==> config.mk <==
export PLATFORM = sky130hd
export DESIGN_NAME = pixel_window_shift_flat
export DESIGN_NICKNAME = d
export VERILOG_FILES = /design/src/rtl/pixel_window_shift_if.sv /design/src/rtl/pixel_window_shift.sv /design/src/flat_wrapper.sv
export SDC_FILE = /design/constraint.sdc
export NUM_CORES = 1
export LEC_CHECK = 0
export BUFFER_PORTS_ARGS = -buffer_cell sky130_fd_sc_hd__buf_2
export CORE_MARGIN = 1
export CORE_UTILIZATION = 54
export DETAILED_ROUTE_END_ITERATION = 8
export PLACE_DENSITY = 0.86
export SLEW_MARGIN = 20
export SYNTH_ARGS = -nofsm -noshare
export SYNTH_HDL_FRONTEND = slang
export SYNTH_SLANG_ARGS = --single-unit
==> constraint.sdc <==
create_clock -name i_clk -period 4.1 [get_ports i_clk]
set_input_delay 0.205 -clock i_clk [delete_from_list [all_inputs] [get_ports i_clk]]
set_output_delay 0.205 -clock i_clk [all_outputs]
set_load 0.02 [all_outputs]
==> src/rtl/pixel_window_shift_if.sv <==
// Handshake and data bundle for pixel_window_shift.
// The master drives the pixel stream and the downstream ready; the slave is the window itself.
interface pixel_window_shift_if #(
  parameter int N           = 3,
  parameter int CHANNELS    = 3,
  parameter int PXL_CHANNEL = 8
);
  localparam int CNT_W = $clog2(N + 1);

  logic                                        i_clear;
  logic                                        i_valid;
  logic                                        o_ready;
  logic                                        i_sol;
  logic [CHANNELS-1:0][PXL_CHANNEL-1:0]        i_data;
  logic                                        o_valid;
  logic                                        i_ready;
  logic [N-1:0][CHANNELS-1:0][PXL_CHANNEL-1:0] o_window;
  logic [CHANNELS-1:0][PXL_CHANNEL-1:0]        o_data;
  logic [CNT_W-1:0]                            o_fill_count;

  modport master (
    output i_clear, i_valid, i_sol, i_data, i_ready,
    input  o_ready, o_valid, o_window, o_data, o_fill_count
  );

  modport slave (
    input  i_clear, i_valid, i_sol, i_data, i_ready,
    output o_ready, o_valid, o_window, o_data, o_fill_count
  );
endinterface

==> src/rtl/pixel_window_shift.sv <==
// N-tap multi-channel pixel shift window with valid/ready flow control,
// synchronous flush and selectable start-of-line border handling.
module pixel_window_shift #(
  parameter int N           = 3,
  parameter int CHANNELS    = 3,
  parameter int PXL_CHANNEL = 8,
  parameter int PAD_MODE    = 0
) (
  input  logic                 i_clk,
  input  logic                 i_reset,
  pixel_window_shift_if.slave  bus
);
  localparam int CNT_W = $clog2(N + 1);
  localparam logic [CNT_W-1:0] FULL = CNT_W'(N);

  typedef logic [CHANNELS-1:0][PXL_CHANNEL-1:0] pixel_t;
  typedef pixel_t [N-1:0]                       window_t;

  if (N < 2 || CHANNELS < 1 || PAD_MODE < 0 || PAD_MODE > 2) begin : g_bad_param
    $error("pixel_window_shift: illegal parameters N=%0d CHANNELS=%0d PAD_MODE=%0d",
           N, CHANNELS, PAD_MODE);
  end

  window_t          window_q, window_d;
  logic [CNT_W-1:0] count_q, count_d;
  logic             valid_q, valid_d;
  logic             ready;
  logic             accept;

  // A stalled window (valid and not taken) blocks upstream; otherwise one pixel per clock.
  assign ready  = ~valid_q | bus.i_ready;
  assign accept = bus.i_valid & ready;

  // NOTE: every variable gets its hold value first so no path leaves it unassigned (no latches).
  always_comb begin
    window_d = window_q;
    count_d  = count_q;
    valid_d  = valid_q;

    if (bus.i_clear) begin
      window_d = '0;
      count_d  = '0;
      valid_d  = 1'b0;
    end else begin
      if (accept) begin
        if (bus.i_sol) begin
          if (PAD_MODE == 2) begin
            window_d = {N{bus.i_data}};
          end else begin
            window_d    = '0;
            window_d[0] = bus.i_data;
          end
          count_d = (PAD_MODE == 0) ? CNT_W'(1) : FULL;
        end else begin
          for (int k = N - 1; k > 0; k--) begin
            window_d[k] = window_q[k-1];
          end
          window_d[0] = bus.i_data;
          count_d     = (count_q == FULL) ? FULL : count_q + 1'b1;
        end
      end

      if (accept && count_d == FULL) begin
        valid_d = 1'b1;
      end else if (bus.i_ready) begin
        valid_d = 1'b0;
      end
    end
  end

  // NOTE: state registers use non-blocking assignments so every flop samples pre-edge values.
  always_ff @(posedge i_clk or posedge i_reset) begin
    if (i_reset) begin
      window_q <= '0;
      count_q  <= '0;
      valid_q  <= 1'b0;
    end else begin
      window_q <= window_d;
      count_q  <= count_d;
      valid_q  <= valid_d;
    end
  end

  assign bus.o_ready      = ready;
  assign bus.o_valid      = valid_q;
  assign bus.o_window     = window_q;
  assign bus.o_data       = window_q[N-1];
  assign bus.o_fill_count = count_q;
endmodule
==> src/flat_wrapper.sv <==
// flat-port wrapper written by rule: the top's interface ports become plain ports
module pixel_window_shift_flat 
#(
  parameter int N           = 3,
  parameter int CHANNELS    = 3,
  parameter int PXL_CHANNEL = 8,
  parameter int PAD_MODE    = 0
)
  (i_clk, i_reset, bus_i_clear, bus_i_valid, bus_i_sol, bus_i_data, bus_i_ready, bus_o_ready, bus_o_valid, bus_o_window, bus_o_data, bus_o_fill_count);
  pixel_window_shift_if #(.N(N), .CHANNELS(CHANNELS), .PXL_CHANNEL(PXL_CHANNEL)) bus_i ();
  input  logic i_clk;
  input  logic i_reset;
  input wire logic [$bits(bus_i.i_clear)-1:0] bus_i_clear;
  input wire logic [$bits(bus_i.i_valid)-1:0] bus_i_valid;
  input wire logic [$bits(bus_i.i_sol)-1:0] bus_i_sol;
  input wire logic [$bits(bus_i.i_data)-1:0] bus_i_data;
  input wire logic [$bits(bus_i.i_ready)-1:0] bus_i_ready;
  output wire logic [$bits(bus_i.o_ready)-1:0] bus_o_ready;
  output wire logic [$bits(bus_i.o_valid)-1:0] bus_o_valid;
  output wire logic [$bits(bus_i.o_window)-1:0] bus_o_window;
  output wire logic [$bits(bus_i.o_data)-1:0] bus_o_data;
  output wire logic [$bits(bus_i.o_fill_count)-1:0] bus_o_fill_count;
  assign bus_i.i_clear = bus_i_clear;
  assign bus_i.i_valid = bus_i_valid;
  assign bus_i.i_sol = bus_i_sol;
  assign bus_i.i_data = bus_i_data;
  assign bus_i.i_ready = bus_i_ready;
  assign bus_o_ready = bus_i.o_ready;
  assign bus_o_valid = bus_i.o_valid;
  assign bus_o_window = bus_i.o_window;
  assign bus_o_data = bus_i.o_data;
  assign bus_o_fill_count = bus_i.o_fill_count;
  pixel_window_shift #(.N(N), .CHANNELS(CHANNELS), .PXL_CHANNEL(PXL_CHANNEL), .PAD_MODE(PAD_MODE)) u_core (.i_clk(i_clk), .i_reset(i_reset), .bus(bus_i));
endmodule
==> impl_results.md, run 1 <==
- Gate count of the mapped netlist: 372
- Register bit total from synthesis: 75
- Core Region: 0.006459 mm2
- Post-Layout Cell Count: 529
- Aggregate global routing overflow: 0
- Die Footprint: 0.007103 mm2
- Detail-routed via count per cell: 5.992
- Global-route wire length before repair: 14210 um
- Number of cells on the worst reg-to-reg path: 5
- Remaining number of nets flagged by the antenna check after routing: 0
- Max Slew Vio Count: 0
- Hold-fix buffer count after cts: 0
- Top Ports: 130
- Class of the most critical hold timing path: in2reg
- CTS tree: yes
- Cell taking the most area after synthesis: dfrtp_1
- Final number of setup-violating endpoints: 0
- Post-CTS Setup Inserts: 0
- Beginning of the worst hold path: bus_i_data[22]
- Fmax: 426.4 MHz
- Clock transition at path regs: 0.08 ns
- Syn Nets: 402
- Worst reg2reg path startpoint: u_core.bus.o_valid
- Result of the run: finished, violations left
- Setup repair after global routing missed its margin: false
- Critical Path End Type: output pin
- Worst Hold Slack: 0.09978 ns
- Row count: 29
- Via count of the routed design: 3170
- Largest net degree at the start of global routing: 79
- Remaining max-slew budget at the tightest pin: 35.79%
- R2R Path End: u_core.bus.o_data[10]
- Synth Cell Area: 0.003656 mm2
- HPWL Detailed: 5085 um
- Async set-reset flop share out of synthesis: 100.0%
- Overall die height: 84.28 um
- Post-CTS Resized: 0
- Count of warnings emitted by yosys: 0
- Weighted congestion at the end of routability-driven global placement: 0.8121
- Post-synthesis sequential area ratio: 51.33%
- Die Width: 84.28 um
- Fraction of post-synthesis cell area in the top cell type by area: 51.33%
- Violated checks: DRC
- Fraction of layout cells with a size suffix above 1: 33.41%
- First-pass iteration count of the detailed router: 7
- Hold violation count in the final report: 0
- Clock period minus worst slack: 2.345 ns
- Worst reg-to-reg setup slack: 2.06 ns
- Cell count after placement: 513
- Final sum of negative setup slack: 0 ns
- PwrDens: 364.7 mW/mm2
- Arrival time worst endpoint: 2.14 ns
- Number of buffers created by CTS: 9
- Initial core utilization: 56.61%
- Maximum level of the CTS H-tree: 3
- Detailed Route WL: 8682 um
- Peak supply drop: 0.0002349 V
- Share of the cycle needed by the critical path after routing: 57.21%
- Vias in the first global route: 2775
- Hold Path Cell Cnt: 3
- Critical-path maximum fanout: 77
- Sinks on the clock net: 75
- EDFF count, synth: 0
- Category of the critical setup timing path: reg2out
- Antenna violations before repair: 0
- Worst Clk Skew: 0.01094 ns
- End point of the most critical hold path: u_core.bus.o_window[22]
- Overall Global Routing Usage: 25.10%
- Port bufs: 129
- Antenna Diode Count: 0
- Worst EP required: 3.89 ns
- Overall Power: 1.530 mW
- Remaining DRCs: 18
- Leakage power figure: 2.045 nW
- Starting DRC count in detailed routing: 445
- Cell types with the highest counts after synthesis: dfrtp_1, a21oi_1, o21ai_0, nand4b_1, buf_4
- Startpoint type of the worst setup path: register
- Transition at the pin with the smallest max-transition slack: 0.9617 ns
- Area growth syn-to-layout: 14.75%
- Netlist cell types: 21
- Final #Nets: 477
- Leading cell type by number of instances after synthesis: dfrtp_1
- Post-DR wirelength/cell: 16.41 um
- Mean Syn Cell Area: 9.828 um2
- Clock root cell: clkbuf_8
- Number of max-cap violations: 0
- Synth top area cells: dfrtp_1, nand4b_1, a21oi_1
- Insertion delay to the later sink of the worst-skew pair: 0.34 ns
- Post-synth top flop: dfrtp_1
- Maximum clock insertion buffer count: 2
-- cells by family (layout without fill, tap and decap cells) --
kind of cell    count (synthesis)  in the layout  synth area share (%)
flops                          75             75                 51.33
simple gates                   77             77                 15.78
compound gates                148            148                 20.40
buf+inv                        72            152                 12.49
-- sequential cells by signal, summed over array words and instances, names as in the netlist --
| register | count |
|---|---|
| u_core.bus.o_window | 48 |
| u_core.bus.o_fill_count | 2 |
| u_core.bus.o_valid | 1 |
| u_core.bus.o_data | 24 |
-- worst max-delay path: stages (launching register included) --
cell and delay (ns):
dfrtp_1 0.37, nor2b_4 0.14, buf_4 0.51, inv_4 0.44
buf_2 0.29
-- placed cells by master (no fill, tap or decap), drive strengths merged --
cell / count
nand3b: 1
buf: 133
a31oi: 1
clkbuf: 11
nor2b: 1
a21oi: 74
o21ai: 72
nand4b: 48
clkinvlp: 1
clkinv: 3
a311oi: 1
nand3: 24
dfrtp: 75
nor4: 1
nand2: 1
nor3: 1
bufinv: 2
inv: 2
-- final cells by class --
cell class                      count  area (um2)
Timing Repair Buffer              133       675.6
Sequential cell                    75        1877
Inverter                            3       15.01
Tap cell                           77       96.34
Multi-Input combinational cell    225        1323
Fill cell                         550        2263
Clock inverter                      5       77.57
Clock buffer                       11       131.4
-- layer usage --
metal	vias up	share of wire [%]	track usage, %
li1	1485	-	-
met1	1531	45	36.79
met2	140	47	37.63
met3	14	6.3	4.130
met4	0	1.7	9.875
met5	-	0	0
-- through the flow --
step | utilization, % | setup WS, ns | area, um2
final | 64.96 | 1.755 | 4195
after global placement | 61.72 | 2.062 | 3986
after floorplan | - | 1.985 | 3656
after global routing | 64.96 | 1.651 | 4195
after CTS | 64.96 | 1.767 | 4195
after detailed placement | 61.72 | 1.979 | 3986
-- power breakdown --
group	internal, mW	leakage [nW]	switching, mW
Clock	0.341	0.103	0.264
Combinational	0.0479	0.914	0.103
Sequential	0.758	1.03	0.0158
Total	1.15	2.05	0.383
-- how the worst max path moves through the flow --
stage	startpoint	endpoint	slack (ns)	cells past startpoint
2_1_floorplan	i_reset	u_core.bus.o_data[0]	1.99	1
3_3_place_gp	bus_i_valid	u_core.bus.o_window[15]	2.06	5
3_5_place_dp	bus_i_valid	u_core.bus.o_window[34]	1.98	5
4_1_cts	u_core.bus.o_valid	bus_o_ready	1.77	4
5_1_grt	u_core.bus.o_valid	bus_o_ready	1.65	4
6_report	u_core.bus.o_valid	bus_o_ready	1.75	4
(Power assumes the default switching activity.)
==> inputs of run 2 (changes only) <==
--- a/config.mk
+++ b/config.mk
@@ -7,9 +7,9 @@
 export LEC_CHECK = 0
 export BUFFER_PORTS_ARGS = -buffer_cell sky130_fd_sc_hd__buf_2
 export CORE_MARGIN = 1
-export CORE_UTILIZATION = 54
+export CORE_UTILIZATION = 45
 export DETAILED_ROUTE_END_ITERATION = 8
-export PLACE_DENSITY = 0.86
+export PLACE_DENSITY = 0.76
 export SLEW_MARGIN = 20
 export SYNTH_ARGS = -nofsm -noshare
 export SYNTH_HDL_FRONTEND = slang
==> constraint.sdc (replaced) <==
create_clock -name i_clk -period 2.1 [get_ports i_clk]
set_input_delay 0.105 -clock i_clk [delete_from_list [all_inputs] [get_ports i_clk]]
set_output_delay 0.105 -clock i_clk [all_outputs]
set_load 0.02 [all_outputs]
==> run 2 against run 1 <==
Effect of this change:
- the run now ends clean
- non-clock buffer count increased by 20
- critical path type is now reg2reg
- clock-buffer cell count unchanged
- hold slack got worse by 0.087 ns
- global-route usage decreased by 2.1 points
- highest routed layer unchanged
- total power increased by 110%
- largest power group unchanged
- clock skew decreased by 0.0031 ns
- flip-flop and latch count unchanged
==> impl_results.md, run 2 (synthesis gave the netlist of run 1 again) <==
- Result of the run: complete, no violations
- Aggregate global routing overflow: 0 (unchanged)
- Class of the most critical hold timing path: in2reg
- Starting DRC count in detailed routing: 234 (-47%)
- Layout filler cell count: 711 (+29%)
- Core Region: 0.007807 mm2 (+21%)
- Worst Clk Skew: 0.007838 ns (-0.003100 ns)
- Maximum clock insertion buffer count: 2 (unchanged)
- Fmax: 639.7 MHz
- Critical Path End Type: register
- Number of buffers created by CTS: 9 (unchanged)
- CTS tree: yes
- Share of the cycle needed by the critical path after routing: 74.44%
- Most common cell after layout, fill and taps aside: buf_2
- Port bufs: 129 (unchanged)
- Clock root cell: clkbuf_8
- PwrDens: 709.1 mW/mm2 (+94%)
- Number of cells on the worst reg-to-reg path: 4 (-1)
- Setup crit start: u_core.bus.o_valid
- Worst Hold Slack: 0.01230 ns (-0.08748 ns)
- Via count of the routed design: 3316 (+4.6%)
- Peak supply drop: 0.0003028 V (+29%)
- Overall Global Routing Usage: 23.01% (-2.1 points)
- Weighted congestion at the end of routability-driven global placement: 0.7672 (-5.5%)
- Fraction of layout cells with a size suffix above 1: 32.84% (-0.57 points)
- Die Footprint: 0.008489 mm2 (+20%)
- Overall die height: 92.14 um (+9.3%)
- Insertion delay to the later sink of the worst-skew pair: 0.35 ns (about the same)
- Worst reg2reg path startpoint: u_core.bus.o_valid
- Total placed instance area: 0.004090 mm2 (+2.6%)
- Top Ports: 130 (unchanged)
- Largest net degree at the start of global routing: 74 (-6.3%)
- Clock transition at path regs: 0.07 ns (about the same)
- Post-layout instance area: 0.004504 mm2 (+7.4%)
- Row count: 32 (+10%)
- Vias in the first global route: 2870 (+3.4%)
- Remaining DRCs: 0 (-18)
- Utilization after layout: 57.69% (-7.3 points)
- Remaining max-slew budget at the tightest pin: 53.03% (+17 points)
- Post-DR wirelength/cell: 16.79 um (+2.3%)
- Maximum level of the CTS H-tree: 3 (unchanged)
- Remaining number of nets flagged by the antenna check after routing: 0 (unchanged)
- Post-CTS Resized: 0 (unchanged)
- Critical Path Sink: u_core.bus.o_window[1]
- Hold-fix buffer count after cts: 17 (+17)
- Detail-routed via count per cell: 5.767 (-3.8%)
- Antenna violations before repair: 1 (+1)
- Final number of setup-violating endpoints: 0 (unchanged)
- HPWL Detailed: 5752 um (+13%)
- Arrival time worst endpoint: 1.82 ns (-0.32 ns)
- Sinks on the clock net: 75 (unchanged)
- Commonest cells after routing, fill and taps aside: buf_2, dfrtp_1, a21oi_1
- Flip-flop count of the largest register after layout: 48 (unchanged)
- Worst EP required: 2.36 ns (-1.53 ns)
- Hold violation count in the final report: 0 (unchanged)
- Die Width: 92.14 um (+9.3%)
- Final #Nets: 497 (+4.2%)
- Leakage power figure: 2.170 nW (+6.1%)
- Transition at the pin with the smallest max-transition slack: 0.7045 ns (-0.2571 ns)
- Category of the critical setup timing path: reg2reg
- Area growth syn-to-layout: 23.20%
- Final sum of negative setup slack: 0 ns (unchanged)
- First-pass iteration count of the detailed router: 5 (-2)
- Clock period minus worst slack: 1.563 ns
- Global-route wire length before repair: 15320 um (+7.8%)
- Worst reg-to-reg setup slack: 0.54 ns (-1.52 ns)
- Startpoint type of the worst setup path: register
- Post-CTS Setup Inserts: 0 (unchanged)
- Max Slew Vio Count: 0 (unchanged)
- Setup repair after global routing missed its margin: false
- R2R Path End: u_core.bus.o_window[1]
- Critical-path maximum fanout: 73 (-5.2%)
- Detailed Route WL: 9654 um (+11%)
- Number of max-cap violations: 0 (unchanged)
- Initial core utilization: 46.83% (-9.8 points)
run 2: changes by cell type in the layout (fill, tap and decap cells not counted), sizes merged:
cell and change:
diode +1, dlygate4sd3 +17, buf +3, bufinv +1, clkinvlp -1
run 2: area by class of cell:
| class | count | area (um2) | area share, % |
|---|---|---|---|
| diodes | 1 | 2.502 | 0.05556 |
| clock buffers | 11 | 141.4 | 3.139 |
| clock inverters | 5 | 100.1 | 2.222 |
| inverters | 3 | 15.01 | 0.3333 |
| multi-input cells | 225 | 1323 | 29.36 |
| flip-flops and latches | 75 | 1877 | 41.67 |
| well taps | 102 | 127.6 | 2.833 |
| repair buffers | 153 | 918.4 | 20.39 |
run 2: power breakdown:
| part | leakage, nW | switching [mW] | internal, mW |
|---|---|---|---|
| sequential | 1.03 | 0.0315 | 1.48 |
| clock | 0.123 | 0.524 | 0.819 |
| combinational | 1.02 | 0.215 | 0.125 |
run 2: worst max-delay path, stage by stage (launching register included):
cell	delay, ns
dfrtp_1	0.35
nor2b_4	0.17
buf_4	0.55
o21ai_0	0.19
a21oi_1	0.21
run 2: metal layers:
metal / vias up / GRT usage [%] / part of all wire [%]
li1: 1531 / - / -
met1: 1633 / 34.09 / 45
met2: 138 / 33.71 / 48
met3: 14 / 3.566 / 5.6
met4: 0 / 9.115 / 1.9
met5: - / 0 / 0
run 2: per-stage QoR:
stage | power [mW] | instances | worst slack [ns]
global route | 3.314 | 575 | 0.4215
detailed placement | 1.855 | 541 | 0.5650
global placement | 1.849 | 541 | 0.6677
floorplan | 1.743 | 372 | 0.08503
finish | 3.194 | 575 | 0.5368
CTS | 3.218 | 574 | 0.5398
run 2: how the worst min path moves through the flow:
stage | start | end | slack (ns) | cells after the start
2_1_floorplan | bus_i_data[0] | u_core.bus.o_window[0] | 0.25 | 2
6_report | bus_i_data[7] | u_core.bus.o_window[7] | 0.01 | 3
5_1_grt | bus_i_data[11] | u_core.bus.o_window[11] | 0.01 | 3
3_5_place_dp | i_reset | u_core.bus.o_window[9] | 0.19 | 2
3_3_place_gp | i_reset | u_core.bus.o_window[9] | 0.18 | 2
4_1_cts | bus_i_data[11] | u_core.bus.o_window[11] | 0.0006 | 3
==> inputs of run 3 (changes only) <==
==> constraint.sdc (replaced) <==
create_clock -name i_clk -period 1.3 [get_ports i_clk]
set_input_delay 0.065 -clock i_clk [delete_from_list [all_inputs] [get_ports i_clk]]
set_output_delay 0.065 -clock i_clk [all_outputs]
set_load 0.02 [all_outputs]
==> run 3 against run 2 <==
Effect of this change:
- via count is 2.1% higher
- critical endpoint is now u_core.bus.o_window[15]
- die area stayed put
- sequential power rose by 62%
- highest routed layer unchanged
- design area up 4.4%
- non-clock buffer count increased by 20
- global-route usage up 0.96 points
- clock skew up 0.0010 ns
- largest cell class unchanged
- critical path depth rose by 1
==> impl_results.md, run 3 (synthesis gave the netlist of run 1 again) <==
- Result of the run: complete, no violations
- First-pass iteration count of the detailed router: 4 (-1)
- Final number of setup-violating endpoints: 0 (unchanged)
- Die Width: 92.14 um (unchanged)
- Worst Clk Skew: 0.008849 ns (+0.001011 ns)
- Max Slew Vio Count: 0 (unchanged)
- Pre-CTS WS: 0.1077 ns (-0.4573 ns)
- Number of buffers created by CTS: 9 (unchanged)
- Largest net degree at the start of global routing: 76 (+2.7%)
- PwrDens: 983.9 mW/mm2 (+39%)
- Chain of cells forming the critical path: nor2b_4 > buf_4 > buf_12 > o21ai_0 > a21oi_2
- Cell at the slowest stage of the critical path: dfrtp_1
- Global-route wire length before repair: 16090 um (+5.0%)
- Area growth syn-to-layout: 28.58%
- Class of the most critical hold timing path: in2reg
- Top Ports: 130 (unchanged)
- Clock transition at path regs: 0.07 ns (about the same)
- Clock root cell: clkbuf_8
- Slack of the critical path: 0.04667 ns (-0.4901 ns)
- Initial core utilization: 46.83% (unchanged)
- Starting DRC count in detailed routing: 256 (+9.4%)
- GR Layer Usage met2: 35.32% (+1.6 points)
- HPWL Detailed: 5852 um (+1.7%)
- Core Region: 0.007807 mm2 (unchanged)
- Final #Nets: 517 (+4.0%)
- Via count of the routed design: 3385 (+2.1%)
- Detail-routed via count per cell: 5.718 (-0.85%)
- Cell count after placement: 548 (+1.3%)
- Maximum level of the CTS H-tree: 3 (unchanged)
- Sinks on the clock net: 75 (unchanged)
- Hold violation count in the final report: 0 (unchanged)
- Overall die height: 92.14 um (unchanged)
- Count of buffer and inverter cells on the critical path: 2 (+1)
- Worst Hold Slack: 0.1777 ns (+0.1654 ns)
- Die Footprint: 0.008489 mm2 (unchanged)
- Total placed instance area: 0.004183 mm2 (+2.3%)
- Startpoint type of the worst setup path: register
- Number of cells on the worst reg-to-reg path: 5 (+1)
- Category of the critical setup timing path: reg2reg
- Flip-flop count of the largest register after layout: 48 (unchanged)
- Detailed Route WL: 9982 um (+3.4%)
- Remaining DRCs: 0 (unchanged)
- Final sum of negative setup slack: 0 ns (unchanged)
- Row count: 32 (unchanged)
- Setup crit start: u_core.bus.o_valid
- Port bufs: 129 (unchanged)
- Critical Path End Type: register
- Commonest cells after routing, fill and taps aside: buf_2, dfrtp_1, a21oi_1
- Fraction of layout cells with a size suffix above 1: 34.29% (+1.4 points)
- Peak supply drop: 0.0006356 V (+110%)
- Remaining number of nets flagged by the antenna check after routing: 0 (unchanged)
- Transition at the pin with the smallest max-transition slack: 0.3947 ns (-0.3099 ns)
- Most Used Layer, Global Route: met2
- Maximum clock insertion buffer count: 2 (unchanged)
- Hold Path Cell Cnt: 3 (unchanged)
- Met1 routing resource usage after global routing: 34.56% (+0.47 points)
- Antenna Diode Count: 0 (-1)
- Number of max-cap violations: 0 (unchanged)
- Leakage power figure: 2.244 nW (+3.4%)
- Worst reg2reg path startpoint: u_core.bus.o_valid
- Antenna violations before repair: 0 (-1)
- Post-layout instance area: 0.004701 mm2 (+4.4%)
- Remaining max-slew budget at the tightest pin: 73.69% (+21 points)
- Overall Power: 4.625 mW (+45%)
- Aggregate global routing overflow: 0 (unchanged)
- Utilization after layout: 60.21% (+2.5 points)
- Vias in the first global route: 3134 (+9.2%)
- Overall Global Routing Usage: 23.97% (+0.96 points)
- Beginning of the worst hold path: bus_i_sol
- Weighted congestion at the end of routability-driven global placement: 0.7624 (-0.63%)
- Arrival time worst endpoint: 1.48 ns (-0.34 ns)
- Critical path depth in cells: 5 (+1)
- Insertion delay to the later sink of the worst-skew pair: 0.35 ns (about the same)
- Most common cell after layout, fill and taps aside: buf_2
- Critical-path maximum fanout: 24 (-67%)
- Share of the cycle needed by the critical path after routing: 96.41% (+22 points)
- Delay contributed by the slowest stage of the critical path: 0.38 ns (-0.17 ns)
- Routing usage on met3: 4.809% (+1.2 points)
- Setup repair after global routing missed its margin: true
- Worst EP required: 1.52 ns (-0.84 ns)
- Post-DR wirelength/cell: 16.86 um (+0.43%)
- Post-Layout Cell Count: 592 (+3.0%)
- CTS tree: yes
- Largest delay contributor family on the critical path: flip-flops
- Fmax: 797.9 MHz (+25%)
- Clock period minus worst slack: 1.253 ns (-0.3099 ns)
## run 3: worst paths after layout
check / to / slack (ns)
min in group asynchronous: u_core.bus.o_data[14] / 0.37
setup reg to reg: u_core.bus.o_window[15] / 0.05
setup / recovery: u_core.bus.o_window[15] / 0.05
hold reg to reg: u_core.bus.o_data[22] / 0.55
max in group asynchronous: u_core.bus.o_window[3] / 0.61
hold / removal: u_core.bus.o_fill_count[1] / 0.18
## run 3: area by class of cell
class / count / area (um2)
sequential: 75 / 1877
inverter: 3 / 17.52
tap: 102 / 127.6
fill: 719 / 3107
clock buffer: 12 / 155.1
multi-input combinational: 225 / 1346
clock inverter: 2 / 12.51
timing repair buffer: 173 / 1165
## run 3: metal layers
| layer | part of all wire (%) | vias up |
|---|---|---|
| met1 | 46 | 1643 |
| met2 | 45 | 154 |
| met4 | 2.5 | 0 |
| met3 | 6.3 | 22 |
| li1 | - | 1566 |
| met5 | 0 | - |
## run 3: what timing repair did
item                       in CTS  in global routing
resized for setup               3                 11
setup endpoints to repair       1                 32
gates cloned                    0                  1
pin swaps                       0                  2
buffers inserted                3                  1
hold buffers                   25                  0
hold endpoints to repair       99                  0
## run 3: power breakdown
| part | switching, mW | total, mW | internal, mW |
|---|---|---|---|
| Clock | 0.809 | 1.58 | 0.774 |
| Sequential | 0.0548 | 2.45 | 2.39 |
| Combinational | 0.358 | 0.595 | 0.238 |
| Total | 1.22 | 4.63 | 3.40 |
## run 3: worst register-to-register path, cell delays in order (launching register included)
cell and delay [ns]:
dfrtp_1 0.38, nor2b_4 0.14, buf_4 0.16, buf_12 0.16, o21ai_0 0.22, a21oi_2 0.08
